==> config.mk <==
export PLATFORM = sky130hd
export DESIGN_NAME = larson_scan_ctrl
export DESIGN_NICKNAME = d
export VERILOG_FILES = /design/src/rtl/larson_scan_ctrl.sv
export SDC_FILE = /design/constraint.sdc
export NUM_CORES = 1
export LEC_CHECK = 0
export CORE_MARGIN = 2
export CORE_UTILIZATION = 49
export DETAILED_ROUTE_END_ITERATION = 7
export PLACE_DENSITY = 0.83
export SETUP_SLACK_MARGIN = 0.2
export SYNTH_ARGS = -nofsm -noshare
export SYNTH_HDL_FRONTEND = slang
export SYNTH_SLANG_ARGS = --single-unit
==> constraint.sdc <==
create_clock -name slowclk -period 1.95 [get_ports slowclk]
set_input_delay 0.39 -clock slowclk [delete_from_list [all_inputs] [get_ports slowclk]]
set_output_delay 0.39 -clock slowclk [all_outputs]
set_load 0.02 [all_outputs]
==> src/rtl/larson_scan_ctrl.sv <==
// larson_scan_ctrl: controlled sequencer for the Larson-scanner LED bank.
// Steps a position either at a programmable rate (RUN) or one step per
// rising edge of step_req (IDLE/PAUSE). Bounce mode sweeps back and forth
// between the ends; wrap mode runs up and restarts at 0. pos, dir, led and
// step_pulse are all registered and change together on an advance edge.
module larson_scan_ctrl #(
    parameter int WIDTH = 8,
    parameter int POS_W = 3,
    parameter int DIV_W = 4
) (
    input  logic             slowclk,
    input  logic             rst,
    input  logic             run_en,
    input  logic             step_req,
    input  logic             mode,
    input  logic [DIV_W-1:0] speed,
    output logic [POS_W-1:0] pos,
    output logic             dir,
    output logic [WIDTH-1:0] led,
    output logic             step_pulse,
    output logic [1:0]       state
);

    typedef enum logic [1:0] {
        S_IDLE  = 2'd0,
        S_RUN   = 2'd1,
        S_PAUSE = 2'd2
    } state_t;

    // Top LED index and the one just below it (bounce turn-around target).
    localparam logic [POS_W-1:0] POS_LAST = POS_W'(WIDTH - 1);
    localparam logic [POS_W-1:0] POS_PEN  = POS_W'(WIDTH - 2);

    state_t           state_q;
    logic [DIV_W-1:0] cnt;
    logic             step_req_q;
    logic             step_edge;
    logic             tick;
    logic             advance;
    logic [POS_W-1:0] pos_nxt;
    logic             dir_nxt;

    // A held-high step_req yields one edge only.
    assign step_edge = step_req & ~step_req_q;

    // Rate tick: >= (not ==) so lowering speed mid-count fires at once
    // instead of waiting for the counter to wrap.
    assign tick = (state_q == S_RUN) && (cnt >= speed);

    // Manual steps count only outside RUN, and lose to a simultaneous run_en.
    assign advance = tick || ((state_q != S_RUN) && step_edge && !run_en);

    assign state = state_q;

    // Next position/direction if an advance happens this cycle.
    always_comb begin
        // NOTE: defaults assigned first so no path leaves a signal unassigned (no latch).
        pos_nxt = pos;
        dir_nxt = dir;
        if (mode) begin
            pos_nxt = (pos == POS_LAST) ? '0 : pos + 1'b1;
            dir_nxt = 1'b0;
        end else if (!dir) begin
            if (pos == POS_LAST) begin
                pos_nxt = POS_PEN;
                dir_nxt = 1'b1;
            end else begin
                pos_nxt = pos + 1'b1;
            end
        end else begin
            if (pos == '0) begin
                pos_nxt = POS_W'(1);
                dir_nxt = 1'b0;
            end else begin
                pos_nxt = pos - 1'b1;
            end
        end
    end

    // FSM, prescaler, step-edge register and registered scanner outputs.
    always_ff @(posedge slowclk or posedge rst) begin
        if (rst) begin
            state_q    <= S_IDLE;
            cnt        <= '0;
            step_req_q <= 1'b0;
            pos        <= '0;
            dir        <= 1'b0;
            led        <= WIDTH'(1);
            step_pulse <= 1'b0;
        end else begin
            // NOTE: non-blocking assignments so every register samples pre-edge values.
            step_req_q <= step_req;
            step_pulse <= advance;

            if (advance) begin
                pos <= pos_nxt;
                dir <= dir_nxt;
                led <= WIDTH'(1) << pos_nxt;
            end

            case (state_q)
                S_IDLE: begin
                    if (run_en)         state_q <= S_RUN;
                    else if (step_edge) state_q <= S_PAUSE;
                end
                S_RUN: begin
                    if (!run_en) state_q <= S_PAUSE;
                end
                S_PAUSE: begin
                    if (run_en) state_q <= S_RUN;
                end
                default: state_q <= S_IDLE;
            endcase

            if (state_q == S_RUN) cnt <= tick ? '0 : cnt + 1'b1;
            else                  cnt <= '0;
        end
    end

endmodule
## Word-level counts from Yosys, hierarchy flattened

Index checks and enable logic that the tools add are counted.
W data, S select, Z words.

- Add/sub/neg operators: 3
- Order comparisons: 1
- Eq/ne operators: 7
- Shift-type cells: 1
- Multiplexer cells: 16
- Bitwise logic cells: 2
- Reduce and logical (&&, ||, !) cells: 8

Operators with widths:

| cell | count |
|---|---|
| $mux W3 | 5 |
| $mux W2 | 4 |
| $mux W4 | 2 |
| $shl A1 B3 Y8 const A | 1 |
| $pmux W2 S3 | 1 |
| $add A4 B1 Y4 const B | 1 |
| $ge A4 B4 Y1 | 1 |
| $mux W1 | 4 |
| $ne A2 B2 Y1 const B | 2 |
| $add A3 B1 Y3 const B | 1 |
| $eq A3 B3 Y1 const B | 1 |
| $logic_and A1 B1 Y1 | 3 |
| $logic_not A3 Y1 | 1 |
| $ne A3 B3 Y1 const B | 1 |
| $reduce_and A3 Y1 | 1 |
| $sub A3 B1 Y3 const B | 1 |
| $eq A2 B1 Y1 const B | 1 |
| $eq A2 B2 Y1 const B | 1 |
| $logic_not A2 Y1 | 1 |
| $ne A2 B1 Y1 const B | 1 |
| $and A1 B1 Y1 | 1 |
| $logic_not A1 Y1 | 1 |
| $logic_or A1 B1 Y1 | 1 |
| $not A1 Y1 | 1 |

- Register bits: 20
- Bits of input ports: 9
- Output and inout port bits: 15
- Logic and storage cells: 45

## Logic depth before layout (Yosys ltp)

- Word-level depth: 5
- Depth in mapped cells: 8
- Mapped depth without buffers: 8

## Worst setup path after synthesis

No wires, ideal clock.

- Kind: flip-flop to flip-flop
- From: reg pos[0]
- To: reg led[2]
- Setup time: 0.125 ns
- Arrival: 1.753 ns
- Required time: 1.825 ns
- Setup slack: 0.072 ns
- Cell stages (with the launch flop): 9
- Buffers on the path: 0
- Period minus slack after synthesis: 1.878 ns
- Path through: dfrtp_1 > inv_1 > ha_1 > inv_1 > ha_1 > nor2b_1 > o31ai_1 > a211oi_1 > mux2_2

- Cells in the longest elaborated chain, start to end: 5
- Elaborated cells on any way between the ends: 10
- Classes of those cells: 2 x add/sub; 1 x eq/ne; 1 x shift; 5 x mux; 1 x reduce/logical

RTL lines:

| what | line | RTL |
|---|---|---|
| start, declared | 17 | `output logic [POS_W-1:0] pos,` |
| start signal, assigned | 96 | `pos <= pos_nxt;` |
| $add A3 B1 Y3 (tied with other cells) | 61, 68 |  |
| $mux W3 (on tied branches) | 64, 71 |  |
| $mux W3 | 63 | `end else if (!dir) begin` |
| $mux W3 * | 60 | `if (mode) begin` |
| $shl A1 B3 Y8 * | 98 | `led <= WIDTH'(1) << pos_nxt;` |
| end signal, assigned | 98 |  |
| end, declared | 19 | `output logic [WIDTH-1:0] led,` |

Every way passes the cells marked *; elsewhere a longest branch is shown, timed or not.
A chain may end at the register's enable or synchronous reset.

## Final worst setup path

- From: reg pos[0]
- To: reg led[3]

The elaborated chain is that of the path after synthesis.

==> results.txt <==
The flow ran to the end, and the final reports show no timing, DRC or antenna violations. The total area inside the core boundary comes to 2190 um^2. The cell count after synthesis is 102. The worst path needs 1.86 ns of the cycle, external delays included. The number of cells in the design after placement is 158. The remaining routing DRC violations came out at 0. The maximum number of pins on one net before global-route repair is 12. The most frequently used flop master after synthesis is sky130_fd_sc_hd__dfrtp_1. The internal reg-to-reg setup slack came out at 0.09 ns.

Synthesis produced a netlist with a net count of 122. Hold is met by 0.345 ns. The normalized max-slew margin came out at 69.7%. Yosys attributes the largest share of cell area to sky130_fd_sc_hd__dfrtp_1 (42%), sky130_fd_sc_hd__ha_1 (12%), sky130_fd_sc_hd__mux2_2 (7.0%). The portion of netlist area occupied by mux cells is 11.9%. The width of the chip came out at 51.9 um. The final worst clock skew came out at 0.00367 ns. Summed over all nets, the half-perimeter wirelength after detailed placement is 1680 um.

The post-synthesis adder-cell area fraction is 12.2%. In this run the tool buffered the top-level ports with 23 buffer cells. The total of fill cells in the finished design came out at 133. The synthesized-area fraction occupied by and/or/nand/nor cells is 12.0%. The count of routing violations after the opening detailed-route iteration is 15.

The worst vdd rail ir drop is 0.00105 V. The hold violation total from the final report came out at 0. The clock-pin slew reported for the worst setup and hold paths after clock tree synthesis is 0.11 ns.

The number of clock sinks seen by CTS is 20. At the pin with the least slew margin, the transition time is 0.453 ns. The highest achievable clock rate came out at 0.538 GHz. The post-route netlist has 40.6% of its cells at a drive strength greater than 1. Once the floorplan was initialized, standard cells occupied 51.4% of the core. From synthesis to final layout, the design area changed by 56.4%.

Using the TritonRoute via totals, the vias-per-cell ratio works out to 5.57. The path class of the tightest hold or removal check is in2async. The worst setup path is launched from a flip-flop. Counting instances in the post-synthesis netlist gives the leading cell types as sky130_fd_sc_hd__dfrtp_1 (19), sky130_fd_sc_hd__inv_1 (12), sky130_fd_sc_hd__ha_1 (11), sky130_fd_sc_hd__mux2_2 (7), sky130_fd_sc_hd__a211oi_1 (5).

The count of standard-cell rows came out at 17. The count of flip-flops with a built-in enable after synthesis is 0. Routability-driven placement finished with a final weighted congestion of 0.795.

Setup violations remaining at the end of the flow were counted as 0. The CTS tree is done. The detail route stage leaves a number of antenna-violating nets equal to 0. The initial antenna violation count came out at 0. The data arrival time at the worst-slack endpoint came out at 2.11 ns. The total area of multi-input combinational cells came out at 753 um^2. The final standard cell count with taps included and fillers excluded is 171.

The post-detailed-routing wire length is 2890 um. The maximum clock insertion buffer count is 2. The final core utilization is 80.4%. The number of global-route vias before repair is 999.

The first global-routing pass estimated 4310 um of wire. The final cycle utilization of the critical path is 95.3%. The clock network latency to the later pin of the worst-skew pair is 0.30 ns. The critical path is of the reg2reg type. The synthesis-stage register bit count came out at 20. The first-pass detailed-route iteration total came out at 5. Setup repair after global routing could not meet its margin everywhere. The mean instance size in the synthesized netlist is 11.0 um^2. The count of H-tree levels built during CTS came out at 1. Clock tree synthesis selected as its root buffer the cell sky130_fd_sc_hd__clkbuf_4. The critical-path maximum fanout is 5. The netlist area before placement came out at 1130 um^2.

The synthesized netlist devotes 1.56% of its cell area to XOR and XNOR gates. Summed over its instances, the top area cell type makes up 42.2% of the synthesized netlist area. The antenna diode instance count came out at 0. The share of async-settable or async-resettable flops after synthesis is 100%. The synthesized netlist devotes 12.8% of its cell area to compound gates.

The total congestion overflow is 0. The power density of the placed cells is 1430 nW/um^2. The number of hold-repair buffers added at the cts stage is 0. Max-cap violations in this run came to 0. Summed over all cells, the static leakage comes to 0.808 nW. The number of ports placed on the die boundary is 24.

The average wire per cell in the routed design came out at 16.9 um. The register cell area after layout came out at 504 um^2. The number of vias after detailed routing came out at 952. Yosys instantiated no cell more often than sky130_fd_sc_hd__dfrtp_1. The worst setup path is captured at a flip-flop. The overall fraction of global-route tracks in use came out at 21.7%.

The die boundary height came out at 51.9 um. Of all cell types, the one taking the most synthesized area is sky130_fd_sc_hd__dfrtp_1. After synthesis, the largest family of logic cells by area is compound AO/OA/AOI/OAI gates. The required time of the critical path came out at 2.20 ns. After synthesis, flip-flops and latches occupy 44.6% of the total area. The overall power after layout came out at 0.00252 W. The overall die area came out at 2700 um^2. The count of nets after finishing came out at 164. The count of different cell masters after synthesis is 33.

Yosys printed 0 warnings. In this run, CTS created clock tree buffers numbering 3. The max-slew violation total from the final report came to 0.
per-stage QoR:
stage | setup slack, ns | TNS, ns | area [um^2]
2_1_floorplan | 0.170 | 0 | 1140
3_3_place_gp | -0.240 | -2.76 | 1460
3_5_place_dp | -0.300 | -3.55 | 1460
4_1_cts | 0.102 | 0 | 1620
5_1_grt | -0.0331 | -0.0331 | 1760
6_report | 0.0907 | 0 | 1760
area by class of cell:
class	count	share of cell area, %
Tap cell	28	1.99
Multi-Input combinational cell	69	42.8
Timing Repair Buffer	38	21.9
Sequential cell	20	28.6
Inverter	12	2.70
Clock buffer	4	2.06
state kept, by name (all words and copies together), names as in the netlist:
name	flops
cnt	4
dir	1
led	8
pos	3
state	2
step_pulse	1
step_req_q	1
worst max-delay path: stages, from the launching register on:
cell and delay [ns]:
sky130_fd_sc_hd__dfrtp_2 0.47, sky130_fd_sc_hd__ha_4 0.18, sky130_fd_sc_hd__ha_2 0.21, sky130_fd_sc_hd__nand2b_4 0.17, sky130_fd_sc_hd__a22o_4 0.29, sky130_fd_sc_hd__nor4_4 0.29
sky130_fd_sc_hd__mux2_4 0.19
timing repair:
| action | CTS | global route |
|---|---|---|
| pin swaps | 10 | 10 |
| resized for setup | 24 | 26 |
| endpoints found under the setup margin | 16 | 15 |
| hold endpoints to repair | 0 | 0 |
| setup buffers | 7 | 2 |
power by group:
part / internal (W) / total [W] / switching (W) / leakage [nW]
Sequential: 0.000542 / 0.000658 / 0.000116 / 0.253
Clock: 0.000114 / 0.000239 / 0.000125 / 0.0210
Combinational: 0.000765 / 0.00162 / 0.000855 / 0.534
Total: 0.00142 / 0.00252 / 0.00110 / 0.808
cells by family after synthesis:
| kind of cell | count (synthesis) |
|---|---|
| AOI/OAI and AO/OA | 20 |
| xor gates and xnor gates | 2 |
| adders and majority gates | 11 |
| buffers and inverters | 13 |
| DFF | 20 |
| muxes | 12 |
| and+or+nand+nor | 24 |
placed cells by master (no fill, tap or decap), types with 4 or more instances in the layout:
cell type                         instances
sky130_fd_sc_hd__mux2i_1                  4
sky130_fd_sc_hd__nor2_1                   4
sky130_fd_sc_hd__clkdlybuf4s50_1         13
sky130_fd_sc_hd__ha_1                     5
sky130_fd_sc_hd__buf_4                    9
sky130_fd_sc_hd__mux2_2                   5
sky130_fd_sc_hd__inv_1                    8
sky130_fd_sc_hd__dlygate4sd2_1            7
sky130_fd_sc_hd__dfrtp_1                 17
sky130_fd_sc_hd__ha_4                     4
worst paths after layout:
| check | startpoint | endpoint | cells past startpoint |
|---|---|---|---|
| setup reg to reg | pos[0] | led[3] | 6 |
| min in group slowclk | led[2] | led[2] | 1 |
| setup / recovery | pos[0] | led[3] | 6 |
| hold reg to reg | led[2] | led[2] | 1 |
| hold / removal | rst | led[6] | 2 |
| max in group asynchronous | rst | dir | 3 |
routing by layer:
layer  share of wire, %  wire length [um]  track usage [%]
met5                  0                 0                0
met4                1.6                46             8.33
met3                2.5                72             2.87
met2                 54              1560             39.2
met1                 42              1210             25.9
No activity file was read; power rests on OpenSTA's default activity.
